--- config.mk ---
export PLATFORM = sky130hd
export DESIGN_NAME = seg7_scan_driver
export DESIGN_NICKNAME = d
export VERILOG_FILES = /design/src/rtl/seg7_scan_driver.sv
export SDC_FILE = /design/constraint.sdc
export NUM_CORES = 1
export LEC_CHECK = 0
export CAP_MARGIN = 25
export CELL_PAD_IN_SITES_DETAIL_PLACEMENT = 0
export CELL_PAD_IN_SITES_GLOBAL_PLACEMENT = 2
export CORE_AREA = 2 2 96 98
export DETAILED_ROUTE_END_ITERATION = 12
export DIE_AREA = 0 0 98 100
export GPL_TIMING_DRIVEN = 0
export PLACE_DENSITY_LB_ADDON = 0.1
export SETUP_SLACK_MARGIN = 0.02
export SLEW_MARGIN = 20
export SYNTH_ARGS = -nofsm -noshare
export SYNTH_HDL_FRONTEND = slang
export SYNTH_SLANG_ARGS = --single-unit
--- constraint.sdc ---
create_clock -name clk -period 5.24 [get_ports clk]
set_input_delay 1.048 -clock clk [delete_from_list [all_inputs] [get_ports clk]]
set_output_delay 1.048 -clock clk [all_outputs]
set_load 0.01 [all_outputs]
--- src/rtl/seg7_scan_driver.sv ---
// 4-digit multiplexed 7-segment driver with per-frame snapshot and blanking.
// Define LEADING_ZERO_BLANK_EN to suppress a leading zero on the minutes-tens digit.
module seg7_scan_driver #(
  parameter int CLK_HZ    = 50_000_000,
  parameter int SCAN_HZ   = 1000,
  parameter int BLANK_CYC = 16
) (
  input  logic       clk,
  input  logic       reset,
  input  logic       run,
  input  logic [3:0] dvseconds_count,
  input  logic [3:0] chucseconds_count,
  input  logic [3:0] dvminutes_count,
  input  logic [3:0] chucminutes_count,
  output logic [6:0] seg_n,
  output logic       dp_n,
  output logic [3:0] an_n,
  output logic       frame_tick
);

  localparam int SCAN_DIV = CLK_HZ / SCAN_HZ;
  localparam int DIV_W    = (SCAN_DIV > 2) ? $clog2(SCAN_DIV) : 1;
  localparam int HALF     = CLK_HZ / 2;
  localparam int BLK_W    = (HALF > 2) ? $clog2(HALF) : 1;
  localparam logic [DIV_W-1:0] DIV_MAX = DIV_W'(SCAN_DIV - 1);
  localparam logic [BLK_W-1:0] BLK_MAX = BLK_W'(HALF - 1);

  logic [DIV_W-1:0]  div_q, div_d;
  logic [1:0]        idx_q, idx_d;
  logic [3:0][3:0]   snap_q, snap_d;
  logic [BLK_W-1:0]  bcnt_q, bcnt_d;
  logic              phase_q, phase_d;
  logic [6:0]        seg_q, seg_d;
  logic              dp_q, dp_d;
  logic [3:0]        an_q, an_d;
  logic              frame_q, frame_d;

  logic              scan_tick;
  logic              blank;
  logic              lz;
  logic [3:0]        cur;

  function automatic logic [6:0] seg_dec(input logic [3:0] v);
    logic [6:0] s;
    case (v)
      4'd0:    s = 7'b1000000;
      4'd1:    s = 7'b1111001;
      4'd2:    s = 7'b0100100;
      4'd3:    s = 7'b0110000;
      4'd4:    s = 7'b0011001;
      4'd5:    s = 7'b0010010;
      4'd6:    s = 7'b0000010;
      4'd7:    s = 7'b1111000;
      4'd8:    s = 7'b0000000;
      4'd9:    s = 7'b0010000;
      default: s = 7'b0111111;
    endcase
    return s;
  endfunction

  assign scan_tick = (div_q == DIV_MAX);
  assign blank     = (BLANK_CYC > 0) && (int'(div_q) < BLANK_CYC);
  assign cur       = snap_q[idx_q];

`ifdef LEADING_ZERO_BLANK_EN
  assign lz = (idx_q == 2'd3) && (snap_q[3] == 4'd0);
`else
  assign lz = 1'b0;
`endif

  always_comb begin
    div_d   = scan_tick ? '0 : div_q + 1'b1;
    idx_d   = scan_tick ? idx_q + 2'd1 : idx_q;
    snap_d  = snap_q;
    frame_d = scan_tick && (idx_q == 2'd3);
    if (frame_d) begin
      snap_d = {chucminutes_count, dvminutes_count,
                chucseconds_count, dvseconds_count};
    end
  end

  // Phase restarts high whenever the counter is paused.
  always_comb begin
    bcnt_d  = '0;
    phase_d = 1'b1;
    if (run) begin
      if (bcnt_q == BLK_MAX) begin
        bcnt_d  = '0;
        phase_d = ~phase_q;
      end else begin
        bcnt_d  = bcnt_q + 1'b1;
        phase_d = phase_q;
      end
    end
  end

  always_comb begin
    seg_d = seg_dec(cur);
    an_d  = 4'hF;
    if (!blank && !lz) begin
      case (idx_q)
        2'd0:    an_d = 4'b1110;
        2'd1:    an_d = 4'b1101;
        2'd2:    an_d = 4'b1011;
        default: an_d = 4'b0111;
      endcase
    end
    dp_d = ~(!blank && (idx_q == 2'd2) && phase_q);
  end

  always_ff @(posedge clk or posedge reset) begin
    if (reset) begin
      div_q   <= '0;
      idx_q   <= '0;
      snap_q  <= '0;
      bcnt_q  <= '0;
      phase_q <= 1'b1;
      seg_q   <= 7'h7F;
      dp_q    <= 1'b1;
      an_q    <= 4'hF;
      frame_q <= 1'b0;
    end else begin
      div_q   <= div_d;
      idx_q   <= idx_d;
      snap_q  <= snap_d;
      bcnt_q  <= bcnt_d;
      phase_q <= phase_d;
      seg_q   <= seg_d;
      dp_q    <= dp_d;
      an_q    <= an_d;
      frame_q <= frame_d;
    end
  end

  assign seg_n      = seg_q;
  assign dp_n       = dp_q;
  assign an_n       = an_q;
  assign frame_tick = frame_q;

endmodule

Word level (Yosys, flattened, before mapping)
Memories as Yosys holds them, arrays and structs flattened. A register that Yosys moved wholly into a read port is not among the register bits.
Index checks and enable logic that the tools add are counted.
- $add $sub $neg: 3
- multipliers: 0
- divide/modulo/power cells: 0
- magnitude comparators: 2
- equality and inequality tests: 6
- shift operators: 0
- muxes and demuxes: 9
- bitwise logic cells: 2
- reductions and logical operators: 5
- operators by type and width (kind ; count):
    $mux W25 ; 2
    $add A25 B1 Y25 const B ; 1
    $eq A25 B25 Y1 const B ; 1
    $add A16 B1 Y16 const B ; 1
    $eq A16 B16 Y1 const B ; 1
    $lt A16 B5 Y1 const B ; 1
    $mux W16 ; 1
    $pmux W4 S3 ; 1
    $bmux W4 S2 ; 1
    $mux W4 ; 2
    $eq A2 B2 Y1 const B ; 2
    $logic_and A1 B1 Y1 ; 3
    $lt A2 B3 Y1 const B ; 1
    $add A2 B1 Y2 const B ; 1
    $eq A2 B1 Y1 const B ; 1
    $logic_not A2 Y1 ; 1
    $mux W1 ; 2
    $ne A2 B1 Y1 const B ; 1
    $not A1 Y1 ; 2
    $logic_not A1 Y1 ; 1
- flip-flop bits (word level): 66
- bits in latches: 0
- RAM bits: 0
- bits in read-only memories: 112
- input port bits: 19
- output and inout port bits: 13
- word-level logic and storage cells: 39
- memories: 1
- memory list (memory ; depth ; width ; rd ports ; clocked after memory_dff ; write ports ; RTL line ; text):
    (no name shown) ; 16 ; 7 ; 1 ; 1 ; 0 ; 45 ; case (v)

Depth between registers and ports, before layout
Gate-level depths: netlist (run 1).
- word-level depth: 5
- gate-level depth with buffers: 7
- depth with buffers taken out: 6

Worst setup path before layout (run 1)
No wires, ideal clock.
- path kind: register to register
- start: register bcnt_q[10]
- end: register bcnt_q[21]
- setup time: 0.130 ns
- arrival: 1.858 ns
- required time: 5.110 ns
- setup slack: 3.252 ns
- stages on the path, launching flop included: 6
- path buffers: 1
- period minus slack after synthesis: 1.988 ns
- cells stage by stage: dfrtp_1 > or4b_1 > or4_4 > o21ai_4 > buf_6 > a21oi_1
- word-level cells in the longest chain between the ends: 3
- elaborated cells between the ends (all ways): 4
- classes of those cells: 1 x add/sub; 1 x eq/ne; 2 x mux
- ends and longest elaborated chain (item ; RTL line ; text):
    start, declared ; 31 ; logic [BLK_W-1:0] bcnt_q, bcnt_d;
    start signal, assigned ; 126 ; bcnt_q <= bcnt_d;
    $add A25 B1 Y25 or $eq A25 B25 Y1 (tied branches) ; 91, 87 ;
    $mux W25 * ; 87 ; if (bcnt_q == BLK_MAX) begin
    $mux W25 * ; 86 ; if (run) begin
    net bcnt_d[21] ; 31 ;
The timed path passes the listed nets; every way through them passes the cells marked *.
A chain may end at the register's enable or synchronous reset.

Worst setup path in the final report (run 1)
- start: register an_q[1], in the netlist an_n[1]
- end: output an_n[1]
- RTL lines (item ; RTL line ; text):
    start, declared ; 35 ; logic [3:0] an_q, an_d;
    start signal, assigned ; 130 ; an_q <= an_d;
    end, declared ; 17 ; output logic [3:0] an_n,
No word-level cell between the ends.

==> impl_metrics.tcl, run 1 <==
set metrics [dict create \
    gp_congestion 0.785 \
    syn_avg_cell_area_um2 11.1 \
    fin_crit_sh_pct 46.7 \
    antenna_found_initial 0 \
    path_clk_slew_ns 0.08 \
    grt_pass1_vias 2370 \
    cts-buffers-inserted 9 \
    reg2reg_depth 6 \
    ir_drop_mv 0.159 \
    die_area_mm2 0.00980 \
    synth_cell_types 34 \
    clk_latency_ns 0.35 \
    drtIter0Drc 72 \
    hp-class "flip-flop to flip-flop" \
    synthArstFlopShare_pct 100 \
    final_hold_viol_count 0 \
    p_leak_nw 1.74 \
    critPathMaxStageDelay_ns 0.53 \
    synth.net_count 342 \
    cp_num_cells 1 \
    cp_max_fo 1 \
    antenna_cells 0 \
    finalSetupViolCount 0 \
    grt_max_degree 53 \
    min_path_cells 1 \
    start_util_pct 39.1 \
    drt-total-wl_um 7090 \
    fmax_ghz 0.409 \
    ys_ff_latch 73 \
    drt-vias-per-instance 5.12 \
    critPathRequiredTime_ns 4.19 \
    synth_edf_count 0 \
    nFillCells 825 \
    rsz0062_at_grt "false" \
    cts_buffer_depth 2 \
    cts_max_level 3 \
    layout_common_cells "60 x dfrtp_1, 32 x nor2_1, 31 x clkdlybuf4s50_1, 20 x nand2_1, 19 x nand3_1" \
    finish.utilization_pct 47.8 \
    drc 0 \
    die_height_um 100 \
    io_buffers 31 \
    critPathTopFamily "flip-flops" \
    critPathKind "flip-flop to primary output" \
    hpwlAfterDp_um 4930 \
    area_growth_pct 22.2 \
    status "finished clean" \
    chipWidth_um 98 \
    wl_per_cell_um 15.0 \
    tightest_slew_ns 0.566 \
    slowest_stage "dfstp_2" \
    placed_cells 455 \
    yosys_warnings 0 \
    start_kind "flip-flop" \
    worstSetupEndpointType "primary output" \
    max_cap_violations 0 \
    io_pins 32 \
    grt_util_all_layers_pct 15.6 \
    drt_pre_antenna_iters 4 \
    postCtsSetupBuffers 0 \
    cts_tree "built" \
    cts.sinks 73 \
    crit_buf_inv 1 \
    maxSlewViolCount 0 \
    crit_chain "clkdlybuf4s50_1" \
    antenna_left 0 \
    drive_above_1_share_pct 16.4 \
    tns_ns 0 \
    grt_overflow_total 0 \
    synthCells 312 \
    nets 385 \
    syn_area_mm2 0.00348 \
    seq_area_frac_synth_pct 53.0 \
    finalClockSkew_ns 0.00926 \
    relSlewSlack_pct 62.2 \
    hold_buffers 0 \
    fp.coreArea_mm2 0.00889 \
    grt_pass1_wl_um 11900 \
    ys.flop_type "dfrtp_1" \
    row_count 35 \
    cp_data_arrival_time_ns 1.40 \
    powerDensity_mw_per_mm2 304 \
    cts-root-buf "clkbuf_8" \
    layout.cells.non_filler 471 \
    final_common_cell "dfrtp_1" \
    fin_crit_ns 2.45 \
    cts_resized 0 \
    routed-via-count 2412 \
]
## state kept, by name (all words and copies together), names as in the netlist, 2 cells and up
register / flops
bcnt_q: 25
div_q: 16
snap_q: 16
seg_n: 7
an_n: 4
idx_q: 2
## power breakdown
part           leakage [nW]  total, mW  switching [mW]  internal (mW)
Clock                 0.144      0.638           0.212          0.426
Combinational         0.674     0.0704          0.0336         0.0368
Sequential            0.921      0.584         0.00547          0.579
Total                  1.74       1.29           0.251           1.04
## Yosys cell counts, types with 3 or more instances
library cell  count  area share [%]
dfrtp_1          60              43
nor2_1           32             3.5
nand2_1          20             2.2
nand3_1          19             2.7
xnor2_1          18             4.5
mux2_2           16             5.2
dfstp_2          13             9.8
a21oi_1          12             1.7
ha_1             11             4.0
inv_1            11             1.2
nand4_1          10             1.8
xor2_1           10             2.5
o21ai_0           9             1.3
nor4_1            8             1.4
or4_1             7             1.5
and3_1            6             1.1
nor3_1            6            0.86
o31ai_1           6             1.3
or3_1             6             1.1
clkbuf_1          5            0.54
mux4_2            4             2.6
and4_1            3            0.76
nor2b_1           3            0.54
## per-layer routing
layer	global-route usage, %	vias to the layer above	wire [µm]
li1	-	1197	-
met4	7.69	0	146
met3	2.58	13	183
met2	22.9	33	3060
met5	0	-	0
met1	22.4	1169	3700
## path summary, 6_finish.rpt
check | start | end | slack [ns]
worst max register to register | div_q[4] | snap_q[14] | 2.97
min in group asynchronous | reset | bcnt_q[22] | 1.01
worst min-delay path | bcnt_q[0] | bcnt_q[0] | 0.47
worst max-delay path | an_n[1] | an_n[1] | 2.79
worst min register to register | bcnt_q[0] | bcnt_q[0] | 0.47
max in group asynchronous | reset | seg_n[2] | 3.61
## final cells by class
cell class / instances / area, µm² / share of cell area, %
plain buffers: 9 / 51.3 / 1.21
clock buffers: 11 / 141 / 3.33
flip-flops and latches: 73 / 1840 / 43.4
repair buffers: 32 / 338 / 7.95
multi-input cells: 219 / 1540 / 36.3
well taps: 111 / 139 / 3.27
inverters: 11 / 43.8 / 1.03
clock inverters: 5 / 150 / 3.53
## per-stage QoR
stage | hold WS [ns] | instance area [µm²] | power (mW) | setup slack, ns
final | 0.467 | 4250 | 1.29 | 2.79
after global routing | 0.489 | 4250 | 1.34 | 2.70
after CTS | 0.470 | 4250 | 1.31 | 2.77
after detailed placement | 0.459 | 3960 | 0.668 | 2.97
after global placement | 0.452 | 3930 | 0.664 | 1.01
after floorplan | 0.430 | 3480 | 0.631 | 2.36
## kinds of logic after synthesis
family | synth area share, %
fa+ha+maj | 3.96
compound gates | 6.04
flops | 53.0
simple gates | 19.5
buf+inv | 2.66
mux | 7.77
xor+xnor | 7.05
(Power assumes the default switching activity.)
==> run 2: changes to the inputs <==
Settings changed: CORE_AREA 2 2 96 98 to 2 2 105 107, DIE_AREA 0 0 98 100 to 0 0 107 109.
Clock period 5.24 ns to 2.01 ns, I/O delays scaled along.
==> run 2 against run 1 <==
Compared with the run above: the run now ends with negative setup slack left; final area rose by 6.0%; sequential power rose to 2.6 times the previous value; combinational power rose to 2.9 times the previous value; core utilization fell by 5.3 points; final cell count rose by 10%; wire length rose by 6.5%; register-to-register slack got worse by 3.0 ns; via count rose by 1.8%; critical path type is now flip-flop to flip-flop; largest power group is now registers; highest routed layer unchanged.
==> impl_metrics.tcl, run 2 (same netlist as run 1, synthesis figures left out) <==
set metrics [dict create \
    finalSetupViolCount 24 \
    area_growth_pct 29.5 \
    reg_top3 "bcnt_q (25), div_q (16), snap_q (16)" \
    failed_checks "negative setup slack" \
    cts_buffer_depth 2 \
    routed-via-count 2456 \
    clockPowerShare_pct 42.1 \
    gp_congestion 0.718 \
    tightest_slew_ns 0.571 \
    io_buffers 31 \
    io_pins 32 \
    clk_latency_ns 0.36 \
    max_cap_violations 0 \
    final_common_cell "dfrtp_1" \
    finalClockSkew_ns 0.0161 \
    fmax_ghz 0.484 \
    cts-buffers-inserted 9 \
    die_area_mm2 0.0117 \
    power.total_mw 2.98 \
    largest_register_ffs 25 \
    power.internal_mw 2.31 \
    powerDensity_mw_per_mm2 662 \
    tns_ns -0.880 \
    regMostFlops "bcnt_q" \
    layout_common_cells "57 x dfrtp_1, 31 x clkdlybuf4s50_1, 23 x nor2_1, 20 x nand2_1, 18 x xnor2_1" \
    cp_data_arrival_time_ns 2.29 \
    drc 0 \
    drt-vias-per-instance 4.73 \
    crit_chain "or4_1 > or4_4 > o21ai_4 > buf_6 > a21oi_2" \
    start_util_pct 32.8 \
    critPathKind "flip-flop to flip-flop" \
    grt_max_degree 27 \
    rsz0062_at_grt "true" \
    fin_ws_ns -0.0569 \
    hp-class "primary input to async pin" \
    cts_tree "built" \
    worstSetupEndpointType "flip-flop" \
    fin_crit_ns 2.07 \
    grt_overflow_total 0 \
    row_count 38 \
    fp.coreArea_mm2 0.0106 \
    slowest_stage "or4_4" \
    p_leak_nw 1.83 \
    antenna_found_initial 0 \
    grt_util_all_layers_pct 14.4 \
    final_hold_viol_count 0 \
    critPathRequiredTime_ns 2.24 \
    combPwrFrac_pct 6.8 \
    wl_per_cell_um 14.5 \
    drtIter0Drc 82 \
    cts-root-buf "clkbuf_8" \
    cts.sinks 73 \
    seq_power_share_pct 51.1 \
    p_switching_uw 672 \
    chipWidth_um 107 \
    critPathMaxStageDelay_ns 0.57 \
    die_height_um 109 \
    cts_max_level 3 \
    grt_pass1_vias 2519 \
    status "finished, violations left" \
    ir_drop_mv 0.401 \
    reg2reg_depth 5 \
    grt_pass1_wl_um 12800 \
    drt_pre_antenna_iters 4 \
    drt-total-wl_um 7550 \
    relSlewSlack_pct 61.8 \
    cp_max_fo 5 \
    switching_share_pct 22.5 \
    antenna_left 0 \
    hpwlAfterDp_um 5280 \
    path_clk_slew_ns 0.09 \
    nets 404 \
    fin_crit_sh_pct 103 \
    antenna_cells 0 \
    start_kind "flip-flop" \
    drive_above_1_share_pct 28.8 \
    maxSlewViolCount 0 \
]
[run 2: cell count changes in the layout (fill, tap and decap cells not counted), sizes merged]
cell,change
buf,+20
inv,-1
bufinv,-3
clkbuf,-2
clkinvlp,+2
clkinv,+3
[run 2: power groups by stage]
stage	clock (mW)	sequential (mW)	combinational (mW)
after floorplan	0	1.55	0.0897
after global placement	0	1.55	0.182
after detailed placement	0	1.55	0.192
after CTS	1.31	1.52	0.202
after global routing	1.37	1.53	0.228
final	1.25	1.52	0.203
[run 2: cell type report]
type                    count  area [µm²]
plain buffers               9        72.6
flip-flops and latches     73        1850
multi-input cells         219        1660
inverters                  11        45.0
fillers                  1020        6100
well taps                 140         175
repair buffers             51         493
clock buffers              10         128
clock inverters             6        82.6
[run 2: worst paths after layout]
check                                from         end  slack (ns)
max in group asynchronous           reset     phase_q        0.78
worst max-delay path            bcnt_q[6]  bcnt_q[22]       -0.06
worst max register to register  bcnt_q[6]  bcnt_q[22]       -0.06
worst min register to register   div_q[0]    div_q[0]        0.48
min in group clk                 div_q[0]    div_q[0]        0.48
worst min-delay path                reset   bcnt_q[9]        0.45
[run 2: metrics by stage]
stage,worst slack [ns],instance area (µm²),cells,utilization (%),hold WS [ns]
floorplan,0.0220,3480,312,-,0.430
global placement,-0.321,3970,483,37.4,0.453
detailed placement,-0.281,4010,485,37.8,0.460
CTS,-0.0675,4390,512,41.4,0.450
global route,-0.131,4510,519,42.5,0.472
finish,-0.0569,4510,519,42.5,0.446
[run 2: what timing repair did]
action,CTS,global route
endpoints found under the setup margin,50,48
pin swaps,12,4
buffers inserted,9,7
hold buffers,0,0
resized for setup,28,18
cloned,2,0
[run 2: worst max-delay path, delay by kind of cell (launching register included)]
family                 cells  cell delay [ns]
AND/OR/NAND/NOR            2             1.08
flip-flops                 1             0.38
AO/OA/AOI/OAI              2             0.29
buffers and inverters      1             0.18
[run 2: per-layer routing]
layer	up-vias	wire, µm	track usage, %
li1	1237	-	-
met3	5	269	5.08
met2	27	3560	23.1
met1	1187	3640	18.4
met4	0	79	4.17
met5	-	0	0
